File: src/rtl/my_112l_pkg.sv
// Shared types for the hazard/pipeline-control unit.
//   sb_entry_t  : scoreboard slot {valid, rd, regwrite, load}
//   ex_entry_t  : EX slot = sb_entry_t plus source registers and use bits
//   fwd_sel_e   : EX operand select encoding
// Register fields are RD_MAX_W bits wide. Narrower RF addresses are
// zero-extended into them. RF_ADDRESS must not exceed RD_MAX_W.
package my_112l_pkg;

    localparam int RD_MAX_W = 8;

    typedef struct packed {
        logic                valid;
        logic [RD_MAX_W-1:0] rd;
        logic                regwrite;
        logic                load;
    } sb_entry_t;

    typedef struct packed {
        sb_entry_t           e;
        logic [RD_MAX_W-1:0] rs1;
        logic [RD_MAX_W-1:0] rs2;
        logic                use1;
        logic                use2;
    } ex_entry_t;

    typedef enum logic [1:0] {
        FWD_RF  = 2'b00,
        FWD_WB  = 2'b01,
        FWD_MEM = 2'b10
    } fwd_sel_e;

    // True when slot s will write a non-zero register equal to r.
    function automatic logic slot_writes(sb_entry_t s, logic [RD_MAX_W-1:0] r);
        return s.valid && s.regwrite && (s.rd != '0) && (s.rd == r);
    endfunction

endpackage

File: src/rtl/sat_counter.sv
// Saturating up-counter.
//   clk   : clock
//   reset : synchronous active-low clear
//   inc   : count enable; ignored once the counter reaches all-ones
//   cnt   : current count
module sat_counter #(
    parameter int CNT_W = 32
) (
    input  logic             clk,
    input  logic             reset,
    input  logic             inc,
    output logic [CNT_W-1:0] cnt
);

    always_ff @(posedge clk) begin
        if (!reset) begin
            cnt <= '0;
        end else if (inc && (cnt != '1)) begin
            cnt <= cnt + CNT_W'(1);
        end
    end

endmodule

File: src/rtl/hazard_ctrl.sv
// Hazard and pipeline-control unit for the 5-stage core.
// Tracks in-flight destinations in EX/MEM/WB scoreboard slots and drives
// PC/IF-ID enables, ID/EX bubble, flushes, stage enable and EX forwarding
// selects. Priority: mem_busy > redirect > stall > normal.
// Build option: HAZARD_FWD_EN
//   defined   : EX forwarding, 1-cycle load-use stall
//   undefined : no forwarding (fwd_* = 00), RAW stall against EX, MEM and
//               (when RF_WRITE_THROUGH = 0) WB slots
// Ports:
//   clk, reset (sync, active-low)
//   id_valid, id_rs1, id_rs2, id_use_rs1, id_use_rs2, id_rd, id_regwrite,
//   id_load      : instruction currently in ID
//   redirect     : taken control transfer resolved in MEM
//   mem_busy     : data memory stall, freezes the pipeline
//   pc_write, ifid_write, idex_bubble, flush_ifid, flush_idex, flush_exmem,
//   stage_en     : pipeline control
//   fwd_a, fwd_b : EX operand selects (00 RF, 01 MEM/WB, 10 EX/MEM)
//   stall_cnt, flush_cnt : saturating performance counters
module hazard_ctrl
    import my_112l_pkg::*;
#(
    parameter int RF_ADDRESS       = 5,
    parameter int CNT_W            = 32,
    parameter int RF_WRITE_THROUGH = 1
) (
    input  logic                  clk,
    input  logic                  reset,
    input  logic                  id_valid,
    input  logic [RF_ADDRESS-1:0] id_rs1,
    input  logic [RF_ADDRESS-1:0] id_rs2,
    input  logic                  id_use_rs1,
    input  logic                  id_use_rs2,
    input  logic [RF_ADDRESS-1:0] id_rd,
    input  logic                  id_regwrite,
    input  logic                  id_load,
    input  logic                  redirect,
    input  logic                  mem_busy,
    output logic                  pc_write,
    output logic                  ifid_write,
    output logic                  idex_bubble,
    output logic                  flush_ifid,
    output logic                  flush_idex,
    output logic                  flush_exmem,
    output logic                  stage_en,
    output logic [1:0]            fwd_a,
    output logic [1:0]            fwd_b,
    output logic [CNT_W-1:0]      stall_cnt,
    output logic [CNT_W-1:0]      flush_cnt
);

    ex_entry_t ex_q;
    sb_entry_t mem_q;
    sb_entry_t wb_q;

    logic [RD_MAX_W-1:0] rs1_x, rs2_x, rd_x;
    logic                stall;
    fwd_sel_e            sel_a, sel_b;
    logic                unused_bits;

    assign rs1_x = RD_MAX_W'(id_rs1);
    assign rs2_x = RD_MAX_W'(id_rs2);
    assign rd_x  = RD_MAX_W'(id_rd);

    function automatic logic id_hit(sb_entry_t s, logic [RD_MAX_W-1:0] r1,
                                    logic [RD_MAX_W-1:0] r2, logic u1, logic u2);
        return (u1 && slot_writes(s, r1)) || (u2 && slot_writes(s, r2));
    endfunction

    function automatic fwd_sel_e pick_fwd(logic [RD_MAX_W-1:0] r, logic u);
        fwd_sel_e sel;
        sel = FWD_RF;
        if (ex_q.e.valid && u) begin
            if (slot_writes(mem_q, r))     sel = FWD_MEM;
            else if (slot_writes(wb_q, r)) sel = FWD_WB;
        end
        return sel;
    endfunction

    // Hazard detection and forwarding.
    always_comb begin
        stall = 1'b0;
        sel_a = FWD_RF;
        sel_b = FWD_RF;
`ifdef HAZARD_FWD_EN
        stall = ex_q.e.load
              && id_hit(ex_q.e, rs1_x, rs2_x, id_use_rs1, id_use_rs2);
        if (reset) begin
            sel_a = pick_fwd(ex_q.rs1, ex_q.use1);
            sel_b = pick_fwd(ex_q.rs2, ex_q.use2);
        end
`else
        stall = id_hit(ex_q.e, rs1_x, rs2_x, id_use_rs1, id_use_rs2)
             || id_hit(mem_q,  rs1_x, rs2_x, id_use_rs1, id_use_rs2)
             || ((RF_WRITE_THROUGH == 0)
                 && id_hit(wb_q, rs1_x, rs2_x, id_use_rs1, id_use_rs2));
`endif
    end

`ifdef HAZARD_FWD_EN
    assign unused_bits = ^{mem_q.load, wb_q.load, (RF_WRITE_THROUGH != 0)};
`else
    assign unused_bits = ^{ex_q.e.load, mem_q.load, wb_q.load,
                           ex_q.rs1, ex_q.rs2, ex_q.use1, ex_q.use2,
                           (RF_WRITE_THROUGH != 0)};
    // pick_fwd only exists for the forwarding build's selects
    logic unused_fwd;
    assign unused_fwd = ^pick_fwd(ex_q.rs1, 1'b0);
`endif

    // Control outputs.
    always_comb begin
        pc_write    = 1'b1;
        ifid_write  = 1'b1;
        stage_en    = 1'b1;
        idex_bubble = 1'b0;
        flush_ifid  = 1'b0;
        flush_idex  = 1'b0;
        flush_exmem = 1'b0;
        if (reset) begin
            if (mem_busy) begin
                pc_write   = 1'b0;
                ifid_write = 1'b0;
                stage_en   = 1'b0;
            end else if (redirect) begin
                flush_ifid  = 1'b1;
                flush_idex  = 1'b1;
                flush_exmem = 1'b1;
            end else if (stall) begin
                pc_write    = 1'b0;
                ifid_write  = 1'b0;
                idex_bubble = 1'b1;
            end
        end
    end

    assign fwd_a = sel_a;
    assign fwd_b = sel_b;

    // Scoreboard shift. Redirect drops the old EX contents on their way
    // into MEM; redirect and stall both leave an empty EX slot behind.
    always_ff @(posedge clk) begin
        if (!reset) begin
            ex_q  <= '0;
            mem_q <= '0;
            wb_q  <= '0;
        end else if (!mem_busy) begin
            wb_q        <= mem_q;
            mem_q       <= ex_q.e;
            if (redirect) mem_q.valid <= 1'b0;
            if (redirect || stall) begin
                ex_q <= '0;
            end else begin
                ex_q.e.valid    <= id_valid;
                ex_q.e.rd       <= rd_x;
                ex_q.e.regwrite <= id_regwrite;
                ex_q.e.load     <= id_load;
                ex_q.rs1        <= rs1_x;
                ex_q.rs2        <= rs2_x;
                ex_q.use1       <= id_use_rs1;
                ex_q.use2       <= id_use_rs2;
            end
        end
    end

    sat_counter #(.CNT_W(CNT_W)) u_stall_cnt (
        .clk   (clk),
        .reset (reset),
        .inc   (!mem_busy && !redirect && stall),
        .cnt   (stall_cnt)
    );

    sat_counter #(.CNT_W(CNT_W)) u_flush_cnt (
        .clk   (clk),
        .reset (reset),
        .inc   (!mem_busy && redirect),
        .cnt   (flush_cnt)
    );

endmodule

File: config.mk
export PLATFORM = sky130hd
export DESIGN_NAME = hazard_ctrl
export DESIGN_NICKNAME = d
export VERILOG_FILES = /design/src/rtl/my_112l_pkg.sv /design/src/rtl/sat_counter.sv /design/src/rtl/hazard_ctrl.sv
export SDC_FILE = /design/constraint.sdc
export NUM_CORES = 1
export LEC_CHECK = 0
export ABC_AREA = 1
export BUFFER_PORTS_ARGS = -buffer_cell sky130_fd_sc_hd__buf_4
export CAP_MARGIN = 10
export CORE_AREA = 2 2 133 135
export DETAILED_ROUTE_END_ITERATION = 10
export DIE_AREA = 0 0 135 137
export GPL_TIMING_DRIVEN = 0
export PLACE_DENSITY = 0.56
export SETUP_SLACK_MARGIN = 0.5
export SLEW_MARGIN = 15
export SYNTH_ARGS = -nofsm -noshare
export SYNTH_HDL_FRONTEND = slang
export SYNTH_SLANG_ARGS = --single-unit
File: constraint.sdc
create_clock -name clk -period 4.5 [get_ports clk]
set_input_delay 0.9 -clock clk [delete_from_list [all_inputs] [get_ports clk]]
set_output_delay 0.9 -clock clk [all_outputs]
set_load 0.005 [all_outputs]
# Yosys cells after proc, flatten, opt, wreduce, memory -nomap -nowiden
# Cells that the tools add are included.
[totals] word_cells=56 reg_bits=84 in_bits=24
[op_classes] n_mux=15 addsub=2 reduce_logical=25 n_eq_ne=6
[op_table] op="adder 32 x 1 -> 32 bit, second input constant" n=2
[op_table] op="inequality test 32 bit, second input constant" n=2
[op_table] op="== test 8 x 5 -> 1 bit" n=4
[op_table] op="two-way mux 29 bit" n=1
[op_table] op="logical AND 1 bit" n=17
[op_table] op="nonzero test 8 bit" n=2
[op_table] op="two-way mux 1 bit" n=14
[op_table] op="logical OR 1 bit" n=4
[op_table] op="logical NOT 1 bit" n=2

# Logic depth before layout (Yosys ltp)
# Gate-level depths: netlist (run 1).
[depth] ltp_word=10 depth_mapped=12 ltp_nobuf=12

# Cells and area by module
# From an unflattened synthesis (run 1), not the netlist that was laid out.
[unflattened] cells_unflattened=838 hier_area_um2=4860.9
[by_module_without_submodules] mod="sat_counter" cells_per_inst=324 area_each_um2=1911.8 instances=2
[by_module_without_submodules] mod="hazard_ctrl" cells_per_inst=190 area_each_um2=1037.2 instances=1

# Least setup slack after synthesis (run 1)
# No wires, ideal clock.
[synth_timing] path_type="input -> output" start="in id_rs1[4]" end="out pc_write" cell_stages=11 setup_slack_ps=1659 arrival_time_ps=1941 path_buffers=2 t_required_ps=3600 cell_sequence="inv_1 nand2_1 nand2_1 nor2_1 nand3_1 nand2_1 nand2_1 nand2_2 buf_2 o21ai_0 buf_4"
[synth_via] elab_chain_cells=9
[synth_rtl] element="start: declaration" line="hazard_ctrl.sv:29" rtl="input logic [RF_ADDRESS-1:0] id_rs1,"
[synth_rtl] element="== test 8 x 5 -> 1 bit" line="my_112l_pkg.sv:34" rtl="return s.valid && s.regwrite && (s.rd != '0) && (s.rd == r);"
[synth_rtl] element="logical AND 1 bit" line="my_112l_pkg.sv:34"
[synth_rtl] element="logical AND 1 bit" line="hazard_ctrl.sv:66" rtl="return (u1 && slot_writes(s, r1)) || (u2 && slot_writes(s, r2));"
[synth_rtl] element="logical OR 1 bit" line="hazard_ctrl.sv:66"
[synth_rtl] element="logical OR 1 bit *" line="hazard_ctrl.sv:93" rtl="|| id_hit(mem_q, rs1_x, rs2_x, id_use_rs1, id_use_rs2)"
[synth_rtl] element="two-way mux 1 bit * (4 in a row)"
[synth_rtl] element="end: declaration" line="hazard_ctrl.sv:38" rtl="output logic pc_write,"
# Mark *: on every way between the ends. The rest lies on a longest branch, timed or not.

# Final worst setup path (run 1)
[layout_timing] start="in id_rs2[3]" end="out pc_write"
[layout_via] elab_chain_cells=9
[layout_rtl] element="start: declaration" line="hazard_ctrl.sv:30" rtl="input logic [RF_ADDRESS-1:0] id_rs2,"
[layout_rtl] element="== test 8 x 5 -> 1 bit" line="my_112l_pkg.sv:34"
[layout_rtl] element="logical AND 1 bit" line="my_112l_pkg.sv:34"
[layout_rtl] element="logical AND 1 bit" line="hazard_ctrl.sv:66"
[layout_rtl] element="logical OR 1 bit" line="hazard_ctrl.sv:66"
[layout_rtl] element="logical OR 1 bit *" line="hazard_ctrl.sv:93"
[layout_rtl] element="two-way mux 1 bit *" line="hazard_ctrl.sv:128" rtl="end else if (stall) begin"
[layout_rtl] element="two-way mux 1 bit *" line="hazard_ctrl.sv:124" rtl="end else if (redirect) begin"
[layout_rtl] element="two-way mux 1 bit *" line="hazard_ctrl.sv:120" rtl="if (mem_busy) begin"
[layout_rtl] element="two-way mux 1 bit *" line="hazard_ctrl.sv:119" rtl="if (reset) begin"
# Marks and branches as above.

==> results of run 1 <==
## area by class of cell
cell class | count | area, µm²
fillers | 1930 | 10700
multi-input cells | 653 | 3070
flip-flops and latches | 78 | 1560
repair buffers | 93 | 698
well taps | 225 | 282
clock buffers | 12 | 256
inverters | 63 | 236
plain buffers | 34 | 194
clock inverters | 4 | 45.0
## sequential cells by signal (all words and copies together) (netlist names)
register and count:
u_flush_cnt.cnt 32, ex_q 7, u_stall_cnt.cnt 32, mem_q 7
## cell families after synthesis
kind of cell               after synthesis  synth area share
AOI/OAI and AO/OA                       88            0.0895
buffers and inverters                   97            0.0853
xor gates and xnor gates                36            0.0625
adders and majority gates                2           0.00496
DFF                                     78             0.309
other                                    1          0.000743
and+or+nand+nor                        523             0.448
## placed cells by master, fill, tap and decap left out, types with 2 or more instances in the layout
cell type    n
nor3_1      21
buf_4      103
nand4_1     40
conb_1       4
nor2_4       2
clkinv_2     3
nand3b_1    16
buf_6        3
inv_1       61
ha_1         2
o21ai_1      2
clkbuf_8     2
nand3_2      2
dfxtp_1     78
nor3_2       4
xor2_1      26
clkbuf_1    17
nand3_1     18
nor2_1     106
a21oi_1     65
o22ai_1      5
nand2_1    308
clkbuf_16    9
xnor2_1     10
o21ai_0     14
buf_2        5
## stage by stage
stage	cell area, µm²	hold WS (ns)	util	setup WS [ns]	instances
6_report	6340	0.463	0.372	1.04	1162
4_1_cts	6340	0.462	0.372	1.08	1162
3_5_place_dp	6040	0.452	0.354	1.09	1146
3_3_place_gp	6040	0.441	0.354	1.09	1146
5_1_grt	6340	0.486	0.372	0.933	1162
2_1_floorplan	5060	0.424	-	1.66	828
## critical path, stage by stage
cell     delay [ns]
buf_4          0.12
inv_1          0.06
nand2_1        0.05
nand2_1        0.08
nor2_1         0.04
nand3_1        0.07
nand2_1        0.06
nand2_1        0.07
nand2_2        0.15
buf_2          0.23
o21ai_0        0.43
buf_4          0.19
buf_4          0.10
## layer usage
metal	vias to the layer above	part of all wire	global-route usage
met5	-	0	0
met4	0	0.015	0.0561
met3	20	0.053	0.0244
met2	140	0.44	0.275
met1	2501	0.50	0.255
li1	2868	-	-
## path summary, 6_finish.rpt
path | from | to | slack, ns
max | id_rs2[3] | pc_write | 1.04
min | mem_q[1]$_SDFFE_PN0N_ | mem_q[1]$_SDFFE_PN0N_ | 0.46
max reg2reg | u_stall_cnt.cnt[0]$_SDFFE_PN0P_ | u_stall_cnt.cnt[25]$_SDFFE_PN0P_ | 2.26
min reg2reg | mem_q[1]$_SDFFE_PN0N_ | mem_q[1]$_SDFFE_PN0N_ | 0.46
## power breakdown
group / total, mW / internal (mW) / leakage, nW / switching, mW
combinational: 0.115 / 0.0426 / 1.74 / 0.0720
clock: 0.755 / 0.458 / 0.152 / 0.298
sequential: 0.704 / 0.698 / 0.630 / 0.00613
total: 1.57 / 1.20 / 2.52 / 0.376
==> impl_results.md, run 1 <==
* Ys flop type: dfxtp_1
* Startpoint Class: primary input
* I/O Buffers at 93
* Syn_area_per_cell at 6.12 µm²
* Pwr Total at 1.57 mW
* Clk_lat worst skew at 0.35 ns
* Post-synth top cells: nand2_1 (308), nor2_1 (106), dfxtp_1 (78)
* Antenna fix cells at 0
* Mapped Cells at 825
* DRT antenna net count at 0
* Unrepaired setup endpoints after global routing: false
* R2r worst-path depth at 9
* Antenna violations before repair at 0
* Post-CTS Setup Bufs at 0
* Critical Path AT at 2.56 ns
* WS Path Type: in2out
* Layout cell share with drive strength beyond 1 at 0.148
* CTS tree: built
* Vias/cell at 4.76
* Count leader, synth: nand2_1
* # clock sinks at 78
* Starting DRT DRC Count at 386
* Status: complete, no violations
* Crit path time final at 3.46 ns
* Clk slew on worst S/H paths at 0.06 ns
* Die Y at 137 µm
* DRT Wirelength at 16300 µm
* H-tree levels at 3
* CP Capture Type: primary output
* GPL Wtd Cong at 0.922
* Hold Crit Depth at 2
* Initial core utilization at 0.296
* Clock Tree Buf Depth at 2
* Die ar. at 18500 µm²
* Data required, critical path at 3.60 ns
* Dominant cells by area after synthesis: dfxtp_1 (31%), nand2_1 (23%), nor2_1 (7.9%)
* DRT Pass-1 Iters at 5
* Routed length per instance at 14.0 µm
* Final Hold Viols at 0
* Number of max-cap violations at 0
* Die width at 135 µm
* Area grow syn2layout at 25.6%
* Post-synth EDFFs at 0
* Count of state elements after synthesis at 78
* Clock skew at 0.00929 ns
* Worst Path Max Fanout at 10
* Pin count of the biggest net entering global routing at 13
* NumNets Final at 958
* Worst hold path type: reg2reg
* Peak Freq at 289 MHz
* Io pins at 99
* Setup TNS at 0 ns
* Fin. max-slew vios at 0
* Vias in the first global route at 5003
* Dominant cell type by area after synthesis: dfxtp_1
* Worst VDD drop at 0.000182 V
* Fin crit share at 0.769
* GRT Residual Overflow at 0
* Root Driver: clkbuf_16
* GRT Util Overall at 0.178
* Slew margin rel. at 0.527
* Post-synth cell types at 33
* Row Count at 48
* First-pass GRT wire length at 26000 µm
* Power density cells at 248 nW/µm²
* Top cell type's share of synthesized area at 0.309
* Register area share after synthesis at 0.309
* Mapped Area at 5050 µm²
* HPWL after DPL at 12700 µm
* Worst slew pin tran at 0.708 ns
* Placeable Area at 17100 µm²
* CTS resizes at 0
* Async set-or-reset flop fraction in the synthesized netlist at 0
* Leakage at 2.52 nW
* Setup violations, final at 0
* Hold Buf Count CTS at 0
* Synth Warn # at 0
* # DRC at 0
* Total CTS buffers at 9
* Vias at 5529
No activity file was read; power rests on OpenSTA's default activity.
==> run 2, diff against run 1 <==
- clock period: 4.5 -> 3.6 ns (I/O delays scaled with it)
==> run 2 against run 1 <==
Effect of this change: sequential share of layout area is the same; routed wire length hardly changed; via count about the same; critical path type unchanged.
==> impl_results.md, run 2 (synthesis results as in run 1) <==
* Status: complete, no violations
* First-pass GRT wire length at 26000 µm (unchanged)
* Leakage at 2.52 nW (about the same)
* R2r worst-path depth at 9 (unchanged)
* CTS tree: built
* Biggest registers after layout: u_flush_cnt.cnt x32, u_stall_cnt.cnt x32
* NumNets Final at 958 (unchanged)
* Commonest non-fill, non-tap cell in the layout: nand2_1
* Most used cell along the critical path: nand2_1
* HPWL after DPL at 12700 µm (unchanged)
* Worst slew pin tran at 0.711 ns (+0.00318 ns)
* # clock sinks at 78 (unchanged)
* Vias at 5525 (-0.072%)
* Min-delay src: mem_q[1]$_SDFFE_PN0N_
* Startpoint Class: primary input
* Number of max-cap violations at 0 (unchanged)
* Int Pwr at 1.50 mW (+25%)
* Area grow syn2layout at 25.6% (unchanged)
* Total CTS buffers at 9 (unchanged)
* CP peak stage delay at 0.28 ns (-0.15 ns)
* Layout cell share with drive strength beyond 1 at 0.148 (unchanged)
* Data required, critical path at 2.88 ns (-0.72 ns)
* WHS Endpoint: mem_q[1]$_SDFFE_PN0N_
* Antenna violations before repair at 0 (unchanged)
* Row Count at 48 (unchanged)
* Comb pwr share at 0.073 (about the same)
* Reg-to-Reg End: u_stall_cnt.cnt[25]$_SDFFE_PN0P_
* DRT Pass-1 Iters at 5 (unchanged)
* Slack of the critical path at 0.673 ns (-0.365 ns)
* Final Hold Viols at 0 (unchanged)
* Clock skew at 0.00942 ns (+0.000128 ns)
* GPL Wtd Cong at 0.922 (unchanged)
* Slew margin rel. at 0.524 (-0.00213)
* Flop-to-flop setup slack at 1.33 ns (-0.93 ns)
* Pin count of the biggest net entering global routing at 13 (unchanged)
* Clock Tree Buf Depth at 2 (unchanged)
* H-tree levels at 3 (unchanged)
* Die ar. at 18500 µm² (unchanged)
* Crit-path cells: buf_4 > inv_1 > nand2_1 > nand2_1 > nor2_1 > nand3_1 > nand2_1 > nand2_1 > nand2_2 > buf_2 > o21ai_1 > buf_4 > buf_4
* Place WS at 0.549 ns (-0.540 ns)
* Fin crit share at 0.813
* Cell Count, Final, Fillers Out at 1162 (unchanged)
* Power density cells at 310 nW/µm² (+25%)
* Cell total after placement at 1146 (unchanged)
* Fin. max-slew vios at 0 (unchanged)
* Clk slew on worst S/H paths at 0.06 ns (about the same)
* Worst VDD drop at 0.000226 V (+24%)
* GRT Residual Overflow at 0 (unchanged)
* Setup TNS at 0 ns (unchanged)
* Setup violations, final at 0 (unchanged)
* Critical Path AT at 2.21 ns (-0.35 ns)
* Clock network fraction of total power at 0.480 (about the same)
* Part of the power in registers at 0.447 (about the same)
* Antenna fix cells at 0 (unchanged)
* Unrepaired setup endpoints after global routing: false
* DRT antenna net count at 0 (unchanged)
* Vias in the first global route at 5003 (unchanged)
* Hold Buf Count CTS at 0 (unchanged)
* Worst hold path type: reg2reg
* RR Startpoint: u_stall_cnt.cnt[0]$_SDFFE_PN0P_
* Slowest cell on the critical path: o21ai_1
* Crit path time final at 2.93 ns
* I/O Buffers at 93 (unchanged)
* DRT Wirelength at 16300 µm (about the same)
* Hold Crit Depth at 2 (unchanged)
* Io pins at 99 (unchanged)
* Peak Freq at 342 MHz
* CP Capture Type: primary output
* WS Path Type: in2out
* Clk_lat worst skew at 0.35 ns (about the same)
* Crit path max-delay family: buffers and inverters
* Root Driver: clkbuf_16
* Die Y at 137 µm (unchanged)
* Routed length per instance at 14.0 µm (about the same)
* Most frequent cells in the layout: nand2_1 (308), nor2_1 (106), buf_4 (103), dfxtp_1 (78), a21oi_1 (65)
* Die width at 135 µm (unchanged)
* # DRC at 0 (unchanged)
* Placeable Area at 17100 µm² (unchanged)
* Initial core utilization at 0.296 (unchanged)
* Worst Path Max Fanout at 10 (unchanged)
* Switch share at 0.239 (about the same)
* Starting DRT DRC Count at 384 (-0.52%)
* GRT Util Overall at 0.178 (unchanged)
* Crit path buffers/inverters at 5 (unchanged)
* Vias/cell at 4.75 (about the same)
* Psw at 0.470 mW (+25%)
-- run 2: cell counts in the layout (fill, tap and decap cells not counted) --
Identical to the previous run, type by type.
-- run 2: power groups by stage --
stage / logic [mW] / clock network [mW] / registers (mW)
2_1_floorplan: 0.0825 / 0 / 0.897
3_3_place_gp: 0.143 / 0 / 0.899
5_1_grt: 0.162 / 1.01 / 0.880
6_report: 0.143 / 0.945 / 0.879
3_5_place_dp: 0.144 / 0 / 0.899
4_1_cts: 0.144 / 0.975 / 0.879
-- run 2: how the worst max path moves through the flow --
stage / cells past startpoint / to / startpoint
6_report: 13 / pc_write / id_rs2[3]
5_1_grt: 12 / pc_write / ex_q[20]$_SDFFE_PN0N_
4_1_cts: 13 / pc_write / id_rs2[3]
3_5_place_dp: 13 / pc_write / id_rs2[3]
3_3_place_gp: 13 / pc_write / id_rs2[3]
2_1_floorplan: 11 / pc_write / id_rs1[4]
-- run 2: worst reg2reg max path: cells and delay by family (launching register included) --
family | cells | cell delay [ns]
adder cells (fa/ha/maj) | 1 | 0.39
flip-flops | 1 | 0.51
AO/OA/AOI/OAI | 1 | 0.08
buffers and inverters | 1 | 0.29
AND/OR/NAND/NOR | 6 | 0.86
-- run 2: metal layers --
layer / up-vias / share of wire / GRT usage
li1: 2868 / - / -
met1: 2491 / 0.49 / 0.255
met2: 150 / 0.44 / 0.275
met3: 16 / 0.056 / 0.0244
met4: 0 / 0.012 / 0.0561
met5: - / 0 / 0
-- run 2: cell type report --
cell class	instances	area [µm²]
timing repair buffer	93	698
fill	1930	10700
multi-input combinational	653	3070
inverter	63	236
clock inverter	4	45.0
buffer	34	194
clock buffer	12	256
tap	225	282
sequential	78	1560
-- run 2: through the flow --
step	power, mW	hold slack [ns]	utilization	area [µm²]
after floorplan	0.979	0.424	-	5060
after global placement	1.04	0.441	0.354	6040
after detailed placement	1.04	0.452	0.354	6040
after CTS	2.00	0.462	0.372	6340
after global routing	2.05	0.486	0.372	6340
final	1.97	0.462	0.372	6340
-- run 2: what timing repair did --
| item | CTS | global route |
|---|---|---|
| resized for setup | 0 | 1 |
| buffers inserted | 0 | 0 |
| endpoints found under the setup margin | 0 | 2 |
